<file path="config.mk">
export PLATFORM = sky130hd
export DESIGN_NAME = uart_dram_streamer
export DESIGN_NICKNAME = d
export VERILOG_FILES = /design/src/rtl/uart_pkg.sv /design/src/rtl/uart_tx_byte.sv /design/src/rtl/uart_dram_streamer.sv
export SDC_FILE = /design/constraint.sdc
export NUM_CORES = 1
export LEC_CHECK = 0
export BUFFER_PORTS_ARGS = -buffer_cell sky130_fd_sc_hd__buf_2
export CAP_MARGIN = 20
export CORE_MARGIN = 1
export CORE_UTILIZATION = 45
export DETAILED_ROUTE_END_ITERATION = 10
export GPL_ROUTABILITY_DRIVEN = 0
export SETUP_SLACK_MARGIN = 0.4
export SKIP_CTS_REPAIR_TIMING = 1
export SLEW_MARGIN = 10
export SYNTH_ARGS = -nofsm -noshare
export SYNTH_HDL_FRONTEND = slang
export SYNTH_SLANG_ARGS = --single-unit
</file>
<file path="constraint.sdc">
create_clock -name clk -period 3.1 [get_ports clk]
set_input_delay 0.465 -clock clk [delete_from_list [all_inputs] [get_ports clk]]
set_output_delay 0.465 -clock clk [all_outputs]
set_load 0.02 [all_outputs]
</file>
<file path="src/rtl/uart_pkg.sv">
// Shared definitions for the UART DRAM streamer and its byte transmitter.
// CSUM state exists only when UART_DRAM_STREAMER_CHECKSUM_EN is defined.
package uart_pkg;

    typedef enum logic [2:0] {
        IDLE  = 3'd0,
        FETCH = 3'd1,
        START = 3'd2,
        DATA  = 3'd3,
        STOP  = 3'd4,
        DONE  = 3'd5
`ifdef UART_DRAM_STREAMER_CHECKSUM_EN
        , CSUM = 3'd6
`endif
    } state_e;

    localparam logic        UART_IDLE_LVL  = 1'b1;
    localparam logic        UART_START_LVL = 1'b0;
    localparam int unsigned UART_DATA_BITS = 8;
    localparam int unsigned DRAM_READ_WAIT = 2;

endpackage

</file>
<file path="src/rtl/uart_tx_byte.sv">
// 8N1 byte serialiser: load/ready handshake, START/DATA/STOP bit timing, registered Tx.
// Independent of UART_DRAM_STREAMER_CHECKSUM_EN.
module uart_tx_byte
    import uart_pkg::*;
#(
    parameter int unsigned CLKS_PER_BIT = 5208
) (
    input  logic       clk,
    input  logic       clear_n,
    input  logic       load,
    input  logic [7:0] data,
    output logic       ready,
    output logic       byte_done,
    output state_e     phase,
    output logic       tx
);

    localparam int unsigned       BAUD_W    = $clog2(CLKS_PER_BIT);
    localparam logic [BAUD_W-1:0] BAUD_LAST = BAUD_W'(CLKS_PER_BIT - 1);
    localparam logic [2:0]        BIT_LAST  = 3'(UART_DATA_BITS - 1);

    state_e            phase_q, phase_d;
    logic [BAUD_W-1:0] baud_q, baud_d;
    logic [2:0]        bit_q, bit_d;
    logic [7:0]        shift_q, shift_d;
    logic              tx_q, tx_d;
    logic              bit_end;

    assign bit_end   = (baud_q == BAUD_LAST);
    assign byte_done = (phase_q == STOP) && bit_end;
    // Ready during the last stop cycle lets the next byte start back-to-back.
    assign ready     = (phase_q == IDLE) || byte_done;
    assign phase     = phase_q;
    assign tx        = tx_q;

    always_comb begin
        phase_d = phase_q;
        baud_d  = baud_q;
        bit_d   = bit_q;
        shift_d = shift_q;
        tx_d    = tx_q;

        if (phase_q != IDLE) begin
            baud_d = bit_end ? '0 : baud_q + 1'b1;
        end

        case (phase_q)
            START: begin
                if (bit_end) begin
                    phase_d = DATA;
                    bit_d   = '0;
                    tx_d    = shift_q[0];
                end
            end
            DATA: begin
                if (bit_end) begin
                    if (bit_q == BIT_LAST) begin
                        phase_d = STOP;
                        tx_d    = UART_IDLE_LVL;
                    end else begin
                        shift_d = shift_q >> 1;
                        bit_d   = bit_q + 1'b1;
                        tx_d    = shift_q[1];
                    end
                end
            end
            STOP: begin
                if (bit_end) begin
                    phase_d = IDLE;
                end
            end
            default: ;
        endcase

        if (load && ready) begin
            phase_d = START;
            baud_d  = '0;
            shift_d = data;
            tx_d    = UART_START_LVL;
        end
    end

    always_ff @(posedge clk) begin
        if (!clear_n) begin
            phase_q <= IDLE;
            baud_q  <= '0;
            bit_q   <= '0;
            shift_q <= '0;
            tx_q    <= UART_IDLE_LVL;
        end else begin
            phase_q <= phase_d;
            baud_q  <= baud_d;
            bit_q   <= bit_d;
            shift_q <= shift_d;
            tx_q    <= tx_d;
        end
    end

endmodule

</file>
<file path="src/rtl/uart_dram_streamer.sv">
// Streams BYTE_COUNT bytes from DRAM (starting at BASE_ADDR) out over 8N1 UART.
// UART_DRAM_STREAMER_CHECKSUM_EN appends a mod-256 sum byte after the data bytes.
module uart_dram_streamer
    import uart_pkg::*;
#(
    parameter int unsigned       CLKS_PER_BIT = 5208,
    parameter int unsigned       ADDR_W       = 16,
    parameter logic [ADDR_W-1:0] BASE_ADDR    = '0,
    parameter int unsigned       BYTE_COUNT   = 16384
) (
    input  logic              clk,
    input  logic              clear_n,
    input  logic              start_Tx,
    input  logic [7:0]        data_in,
    output logic [ADDR_W-1:0] D_address,
    output logic              Tx,
    output logic              busy,
    output logic              Tx_done
);

    localparam int unsigned      CNT_W      = $clog2(BYTE_COUNT + 1);
    localparam logic [CNT_W-1:0] CNT_LAST   = CNT_W'(BYTE_COUNT - 1);
    localparam logic             FETCH_LAST = 1'(DRAM_READ_WAIT - 1);

    state_e            state_q, state_d;
    logic [ADDR_W-1:0] addr_q, addr_d;
    logic [CNT_W-1:0]  cnt_q, cnt_d;
    logic              fetch_q, fetch_d;
    logic              start_q, start_d;
    logic              busy_q, busy_d;
    logic              done_q, done_d;
`ifdef UART_DRAM_STREAMER_CHECKSUM_EN
    logic [7:0]        sum_q, sum_d;
`endif

    logic       start_edge;
    logic       tx_load;
    logic [7:0] tx_data;
    logic       tx_ready;
    logic       tx_byte_done;
    state_e     tx_phase;

    assign start_edge = start_Tx & ~start_q;
    assign D_address  = addr_q;
    assign busy       = busy_q;
    assign Tx_done    = done_q;

    uart_tx_byte #(
        .CLKS_PER_BIT (CLKS_PER_BIT)
    ) u_tx (
        .clk       (clk),
        .clear_n   (clear_n),
        .load      (tx_load),
        .data      (tx_data),
        .ready     (tx_ready),
        .byte_done (tx_byte_done),
        .phase     (tx_phase),
        .tx        (Tx)
    );

    always_comb begin
        state_d = state_q;
        addr_d  = addr_q;
        cnt_d   = cnt_q;
        fetch_d = fetch_q;
        start_d = start_Tx;
        busy_d  = busy_q;
        done_d  = done_q;
`ifdef UART_DRAM_STREAMER_CHECKSUM_EN
        sum_d   = sum_q;
`endif
        tx_load = 1'b0;
        tx_data = data_in;

        case (state_q)
            IDLE, DONE: begin
                if (start_edge) begin
                    state_d = FETCH;
                    busy_d  = 1'b1;
                    done_d  = 1'b0;
                    addr_d  = BASE_ADDR;
                    cnt_d   = '0;
                    fetch_d = '0;
`ifdef UART_DRAM_STREAMER_CHECKSUM_EN
                    sum_d   = '0;
`endif
                end
            end
            FETCH: begin
                if (fetch_q == FETCH_LAST) begin
                    if (tx_ready) begin
                        tx_load = 1'b1;
                        state_d = START;
`ifdef UART_DRAM_STREAMER_CHECKSUM_EN
                        sum_d   = sum_q + data_in;
`endif
                    end
                end else begin
                    fetch_d = fetch_q + 1'b1;
                end
            end
            // Bit-level state tracks the serialiser until the stop bit ends.
            START, DATA, STOP: begin
                if (tx_byte_done) begin
                    if (cnt_q == CNT_LAST) begin
`ifdef UART_DRAM_STREAMER_CHECKSUM_EN
                        state_d = CSUM;
                        tx_load = 1'b1;
                        tx_data = sum_q;
`else
                        state_d = DONE;
                        busy_d  = 1'b0;
                        done_d  = 1'b1;
`endif
                    end else begin
                        state_d = FETCH;
                        cnt_d   = cnt_q + 1'b1;
                        addr_d  = addr_q + 1'b1;
                        fetch_d = '0;
                    end
                end else begin
                    state_d = tx_phase;
                end
            end
`ifdef UART_DRAM_STREAMER_CHECKSUM_EN
            CSUM: begin
                if (tx_byte_done) begin
                    state_d = DONE;
                    busy_d  = 1'b0;
                    done_d  = 1'b1;
                end
            end
`endif
            default: state_d = IDLE;
        endcase
    end

    always_ff @(posedge clk) begin
        if (!clear_n) begin
            state_q <= IDLE;
            addr_q  <= BASE_ADDR;
            cnt_q   <= '0;
            fetch_q <= '0;
            start_q <= 1'b0;
            busy_q  <= 1'b0;
            done_q  <= 1'b0;
`ifdef UART_DRAM_STREAMER_CHECKSUM_EN
            sum_q   <= '0;
`endif
        end else begin
            state_q <= state_d;
            addr_q  <= addr_d;
            cnt_q   <= cnt_d;
            fetch_q <= fetch_d;
            start_q <= start_d;
            busy_q  <= busy_d;
            done_q  <= done_d;
`ifdef UART_DRAM_STREAMER_CHECKSUM_EN
            sum_q   <= sum_d;
`endif
        end
    end

endmodule

</file>
==> results.cfg, run 1 <==
[global_route]
grt_max_degree = 37
grt_use_total_pct = 22.3
grt_pass1_vias = 2729
overflow = 0
antenna_found_initial = 0
grt_pass1_wl_um = 13300

[placed_design]
hpwlAfterDp_um = 5320
port_buffers = 29
dp_cells = 512
place_worst_setup_slack_ns = 0.377

[floorplanning]
die_w_um = 88.0
dieArea_mm2 = 0.00774
io_pins = 30
design.core.area_mm2 = 0.00698
initial_core_util_pct = 47.6
die_h_um = 88.0
rows = 30

[setup_path]
r2r_slack_ns = 0.54
cp-start-kind = register
cp_cell_sequence = or4b_4 -> or4_4 -> o21a_4 -> or4_1 -> a21oi_1
worstReg2RegEnd = cnt_q[10]$_SDFFE_PN0P_
critPathCaptureType = register
cpMaxStageDelayCell = or4_4
crit_fanout = 18
cp.arrival_ns = 2.84
regToRegStartpoint = u_tx.baud_q[5]$_SDFFE_PP0N_
cpPeakStageDelay_ns = 0.62
cp.required_ns = 3.38
path_class = register to register
r2r_cells = 5

[sta]
worst_slack_ns = 0.538
hold_viol = 0
fmax_mhz = 390
worst_slew_pin_slew_ns = 0.962
slew_headroom_pct = 35.6
min_period_ns = 2.56
setup-tns-final_ns = 0
finalSetupViolations = 0
fin_crit_sh_pct = 82.7
drv_slew = 0
rsz0062_at_grt = no
finClkSkew_ns = 0.00679

[drt]
route.detailed.drc = 0
drtAntennaViolNets = 0
drt_pass1_iterations = 4
drt_iter0_drc = 244
drt_wl_total_um = 8070
vias = 3086
viasPerCell = 5.86
routedWlPerCell_um = 15.3

[synthesis]
ys_warn_count = 0
synth.avg_cell_area_um2 = 8.29
synth_top_cell_by_area = dfxtp_1
synth-compound-area-share_pct = 20.8
async_flop_share_pct = 0
ys_seq_area_share_pct = 39.7
synth_edf_count = 0
synthAdderAreaFrac_pct = 1.88
synth_top_area_share_pct = 39.7
syn-num-nets = 417
syn_area_mm2 = 0.00332
synth-xor-area-share_pct = 3.42
synthMuxAreaShare_pct = 1.51
synth_simple_gate_area_share_pct = 29.1
netlist_instances = 401
ys_dominant_reg_cell = dfxtp_1
yosys_register_bits = 66
yosysUniqueCellTypes = 51
synth_top_family_by_area = simple AND/OR/NAND/NOR gates
ys_top_cells_by_area = dfxtp_1 40%, a21oi_1 5.6%, or4_1 4.3%

[power_and_ir_drop]
leakage_uw = 0.00137
ir_worst_vdd_mv = 0.278
pwr-share-clk_pct = 43.5
swShare_pct = 23.1
p_comb_share_pct = 5.2
internal_power_uw = 1290
p_per_area_mw_per_mm2 = 444
p_seq_share_pct = 51.4
p_sw_uw = 388

[min_path]
min_path_type = input port to register
hold_path_end = start_q$_SDFF_PN0_
hold_path_depth = 2
hp-start = start_Tx

[finish]
antenna_cells = 0
layout-drive-gt1-share_pct = 14.2
nFillCells = 710
final-instance-count-excl-fill = 527
syn2layout_area_growth_pct = 13.7
fin_nets = 444
final_util_pct = 54.1

[clock_tree]
clk_latency_ns = 0.35
clk_path_buf_depth = 2
clock-sinks = 66
cts-buffers-inserted = 9
clk_transition_reported_paths_ns = 0.07
htreeDepth = 3
cts_tree = yes
cts_root_buf = clkbuf_8

[job]
maxCapViolCount = 0

[status]
status = finished clean
[area by class of cell]
| cell class | instances | area [um2] | share of cell area [%] |
|---|---|---|---|
| multi-input cells | 307 | 1900 | 50.3 |
| flip-flops and latches | 66 | 1320 | 35.0 |
| repair buffers | 40 | 228 | 6.02 |
| clock buffers | 12 | 155 | 4.10 |
| well taps | 96 | 120 | 3.18 |
| clock inverters | 2 | 37.5 | 0.993 |
| inverters | 4 | 15.0 | 0.397 |
[cells in the final DEF (no fill, tap or decap), drive strengths merged, types with 2 or more instances in the layout]
cell type	synthesis	layout
a21o	5	5
a21oi	37	37
a22o	2	2
a22oi	5	5
a311oi	7	7
a31oi	11	11
and2	3	3
and3	13	13
and4	3	3
buf	3	40
clkbuf	22	12
dfxtp	66	66
ha	5	5
inv	4	4
mux2i	5	5
nand2	35	35
nand2b	2	2
nand3	21	21
nand3b	2	2
nand4	7	7
nand4b	2	2
nor2	32	32
nor2b	5	5
nor3	7	7
nor3b	4	4
nor4	6	6
o21a	4	5
o21ai	13	13
o22ai	3	3
o31ai	16	16
or3	7	7
or4	19	19
or4bb	2	2
xnor2	5	5
xor2	8	8
[routing by layer]
| layer | track usage [%] | wire, um |
|---|---|---|
| met5 | 0 | 0 |
| met4 | 6.11 | 78 |
| met3 | 6.31 | 332 |
| met2 | 32.9 | 3550 |
| met1 | 31.7 | 4110 |
[synth_stat cells (2+ instances only)]
library cell   n
nor2_1        32
nor3b_1        4
dfxtp_1       66
a31oi_1       11
nand4b_1       2
inv_1          4
nor3_1         7
or4bb_1        2
o21ai_1        2
nand2_1       35
a22oi_1        5
o21a_1         3
nor4_1         5
ha_1           5
nand4_1        7
or3_1          7
o31ai_1       16
a22o_1         2
mux2i_1        5
nand3_1       21
o22ai_1        3
and4_1         3
xnor2_1        5
clkbuf_1      22
xor2_1         8
a21o_1         5
nor2b_1        5
and3_1        13
a21oi_1       37
o21ai_0       11
nand2b_1       2
or4_1         19
nand3b_1       2
a311oi_1       7
and2_1         2
[kinds of logic after synthesis]
| family | Yosys count |
|---|---|
| and+or+nand+nor | 175 |
| xor gates and xnor gates | 13 |
| AOI/OAI and AO/OA | 108 |
| muxes | 5 |
| DFF | 66 |
| buffers and inverters | 29 |
| adders and majority gates | 5 |
[metrics by stage]
| stage | cell area (um2) | total power (uW) | hold slack (ns) |
|---|---|---|---|
| floorplan | 3320 | 936 | 0.407 |
| global placement | 3570 | 966 | 0.425 |
| detailed placement | 3570 | 968 | 0.422 |
| CTS | 3770 | 1690 | 0.340 |
| global route | 3780 | 1750 | 0.338 |
| finish | 3780 | 1680 | 0.345 |
[worst max-delay path by stage]
stage / from / end / slack, ns / cells past startpoint
6_report: u_tx.baud_q[5]$_SDFFE_PP0N_ / cnt_q[10]$_SDFFE_PN0P_ / 0.54 / 5
3_5_place_dp: u_tx.baud_q[5]$_SDFFE_PP0N_ / cnt_q[10]$_SDFFE_PN0P_ / 0.38 / 5
5_1_grt: u_tx.baud_q[10]$_SDFFE_PP0N_ / D_address[11]$_SDFFE_PN0P_ / 0.39 / 5
3_3_place_gp: u_tx.baud_q[5]$_SDFFE_PP0N_ / D_address[12]$_SDFFE_PN0P_ / 0.44 / 5
4_1_cts: u_tx.baud_q[5]$_SDFFE_PP0N_ / cnt_q[10]$_SDFFE_PN0P_ / 0.36 / 5
2_1_floorplan: u_tx.baud_q[5]$_SDFFE_PP0N_ / D_address[14]$_SDFFE_PN0P_ / 0.55 / 7
[power groups by stage]
stage	Clock (uW)	Combinational, uW	Sequential, uW
6_report	730	86.5	862
3_3_place_gp	0	85.3	881
2_1_floorplan	0	56.2	880
3_5_place_dp	0	86.6	881
5_1_grt	787	95.9	863
4_1_cts	743	86.7	862
[flip-flops by register name (all words and copies together) (netlist names), 3 cells and up]
register / count
u_tx.phase: 3
u_tx.baud_q: 13
D_address: 16
u_tx.shift_q: 8
state_q: 3
cnt_q: 15
u_tx.bit_q: 3
[worst max-delay path: cells and delay by family, from the launching register on]
kind	cells	cell delay, ns
AO/OA/AOI/OAI	2	0.45
AND/OR/NAND/NOR	3	1.67
flip-flops	1	0.36
(Power assumes the default switching activity.)
==> run 2: changes to the inputs <==
--- a/config.mk
+++ b/config.mk
@@ -11,6 +11,7 @@
 export CORE_UTILIZATION = 45
 export DETAILED_ROUTE_END_ITERATION = 10
 export GPL_ROUTABILITY_DRIVEN = 0
+export PLACE_DENSITY = 0.66
 export SETUP_SLACK_MARGIN = 0.4
 export SKIP_CTS_REPAIR_TIMING = 1
 export SLEW_MARGIN = 10
==> constraint.sdc (replaced) <==
create_clock -name clk -period 2.2 [get_ports clk]
set_input_delay 0.33 -clock clk [delete_from_list [all_inputs] [get_ports clk]]
set_output_delay 0.33 -clock clk [all_outputs]
set_load 0.02 [all_outputs]
==> results.cfg, run 2 (synthesis gave the netlist of run 1 again) <==
[sta]
slew_headroom_pct = 49.4
finalSetupViolations = 36
drv_slew = 0
fin_crit_sh_pct = 106
worst_slew_pin_slew_ns = 0.756
finClkSkew_ns = 0.00747
rsz0062_at_grt = yes
hold_viol = 0
fmax_mhz = 429
worst_slack_ns = -0.129
whs_ns = 0.203
min_period_ns = 2.33

[setup_path]
crit_fanout = 8
path_class = register to register
cp-start-kind = register
crit_top_cell = or4_4
cp.arrival_ns = 2.62
cpMaxStageDelayCell = or4_4
cp.required_ns = 2.49
cp_cell_sequence = or4b_4 -> or4_4 -> o21a_4 -> or4_4 -> a21oi_2
cpPeakStageDelay_ns = 0.55
critPathCaptureType = register

[finish]
antenna_cells = 0
nFillCells = 628
multi_input_comb_area_mm2 = 0.00214
largest_register_ffs = 16
regArea_mm2 = 0.00133
fin_nets = 490
final-instance-count-excl-fill = 575
layout-drive-gt1-share_pct = 32.4
final_common_cell = dfxtp_1
mostFrequentLayoutCells = 59 x dfxtp_1, 47 x buf_4, 32 x nand2_1
syn2layout_area_growth_pct = 32.3
final_area_mm2 = 0.00440

[drt]
drt_iter0_drc = 211
drt_wl_total_um = 8950
route.detailed.drc = 0
viasPerCell = 5.95
drtAntennaViolNets = 0
routedWlPerCell_um = 15.6
drt_pass1_iterations = 5
vias = 3421

[floorplanning]
die_h_um = 88.0
initial_core_util_pct = 47.6
dieArea_mm2 = 0.00774
io_pins = 30
design.core.area_mm2 = 0.00698
die_w_um = 88.0
rows = 30

[placed_design]
place_worst_setup_slack_ns = -0.194
place_area_mm2 = 0.00388
port_buffers = 29
hpwlAfterDp_um = 5760
dp_cells = 549

[global_route]
grt_pass1_wl_um = 14200
grt_pass1_vias = 3012
grt_max_degree = 32
grt_use_total_pct = 23.5
overflow = 0
antenna_found_initial = 0

[min_path]
min_path_type = input port to register

[clock_tree]
cts_tree = yes
clk_transition_reported_paths_ns = 0.07
htreeDepth = 3
cts-buffers-inserted = 9
clk_latency_ns = 0.35
cts_root_buf = clkbuf_8
clk_path_buf_depth = 2
clock-sinks = 66

[job]
maxCapViolCount = 0

[power_and_ir_drop]
ir_worst_vdd_mv = 0.331
leakage_uw = 0.00168
p_per_area_mw_per_mm2 = 546
power_uw = 2400

[status]
violations = negative setup slack
status = finished with violations
==> run 2: cell count changes in the layout (fill, tap and decap cells not counted), moves of 6 or more <==
cell     delta
o21ai_0     -6
dfxtp_1     -7
or4_4       +6
a21oi_1    -10
buf_6       +7
a21oi_2     +9
or4_1       -6
dfxtp_2     +7
o21ai_1     +6
buf_4      +36
==> run 2: worst max-delay path: cells and delay by family (launching register included) <==
family / cells / cell delay, ns
AND/OR/NAND/NOR: 3 / 1.56
flip-flops: 1 / 0.33
AO/OA/AOI/OAI: 2 / 0.38
==> run 2: final timing paths <==
check	to	from	cells after the start	slack, ns
worst max-delay path	cnt_q[13]$_SDFFE_PN0P_	u_tx.baud_q[5]$_SDFFE_PP0N_	5	-0.13
worst min-delay path	start_q$_SDFF_PN0_	start_Tx	2	0.20
worst max register to register	cnt_q[13]$_SDFFE_PN0P_	u_tx.baud_q[5]$_SDFFE_PP0N_	5	-0.13
worst min register to register	cnt_q[14]$_SDFFE_PN0P_	cnt_q[14]$_SDFFE_PN0P_	2	0.46
==> run 2: final cells by class <==
class / count / area share (%)
multi-input cells: 308 / 48.6
flip-flops and latches: 66 / 30.3
repair buffers: 85 / 13.7
clock buffers: 9 / 2.82
well taps: 96 / 2.73
clock inverters: 7 / 1.57
inverters: 4 / 0.341
==> run 2: routing by layer <==
| metal | wire length, um | share of wire [%] | track usage, % |
|---|---|---|---|
| met1 | 4180 | 47 | 32.9 |
| met4 | 131 | 1.5 | 9.24 |
| met3 | 417 | 4.7 | 3.68 |
| met5 | 0 | 0 | 0 |
| met2 | 4210 | 47 | 36.1 |
==> run 2: where the power goes <==
group | internal, uW | total (uW) | switching (uW)
clock | 521 | 1030 | 510
combinational | 61.2 | 155 | 93.7
sequential | 1200 | 1210 | 10.3
total | 1790 | 2400 | 614
==> run 2: through the flow <==
stage / utilization [%] / setup TNS [ns]
6_report: 63.0 / -1.61
5_1_grt: 63.0 / -3.97
4_1_cts: 58.3 / -2.94
3_5_place_dp: 55.6 / -2.39
3_3_place_gp: 55.6 / -1.74
2_1_floorplan: - / -3.66
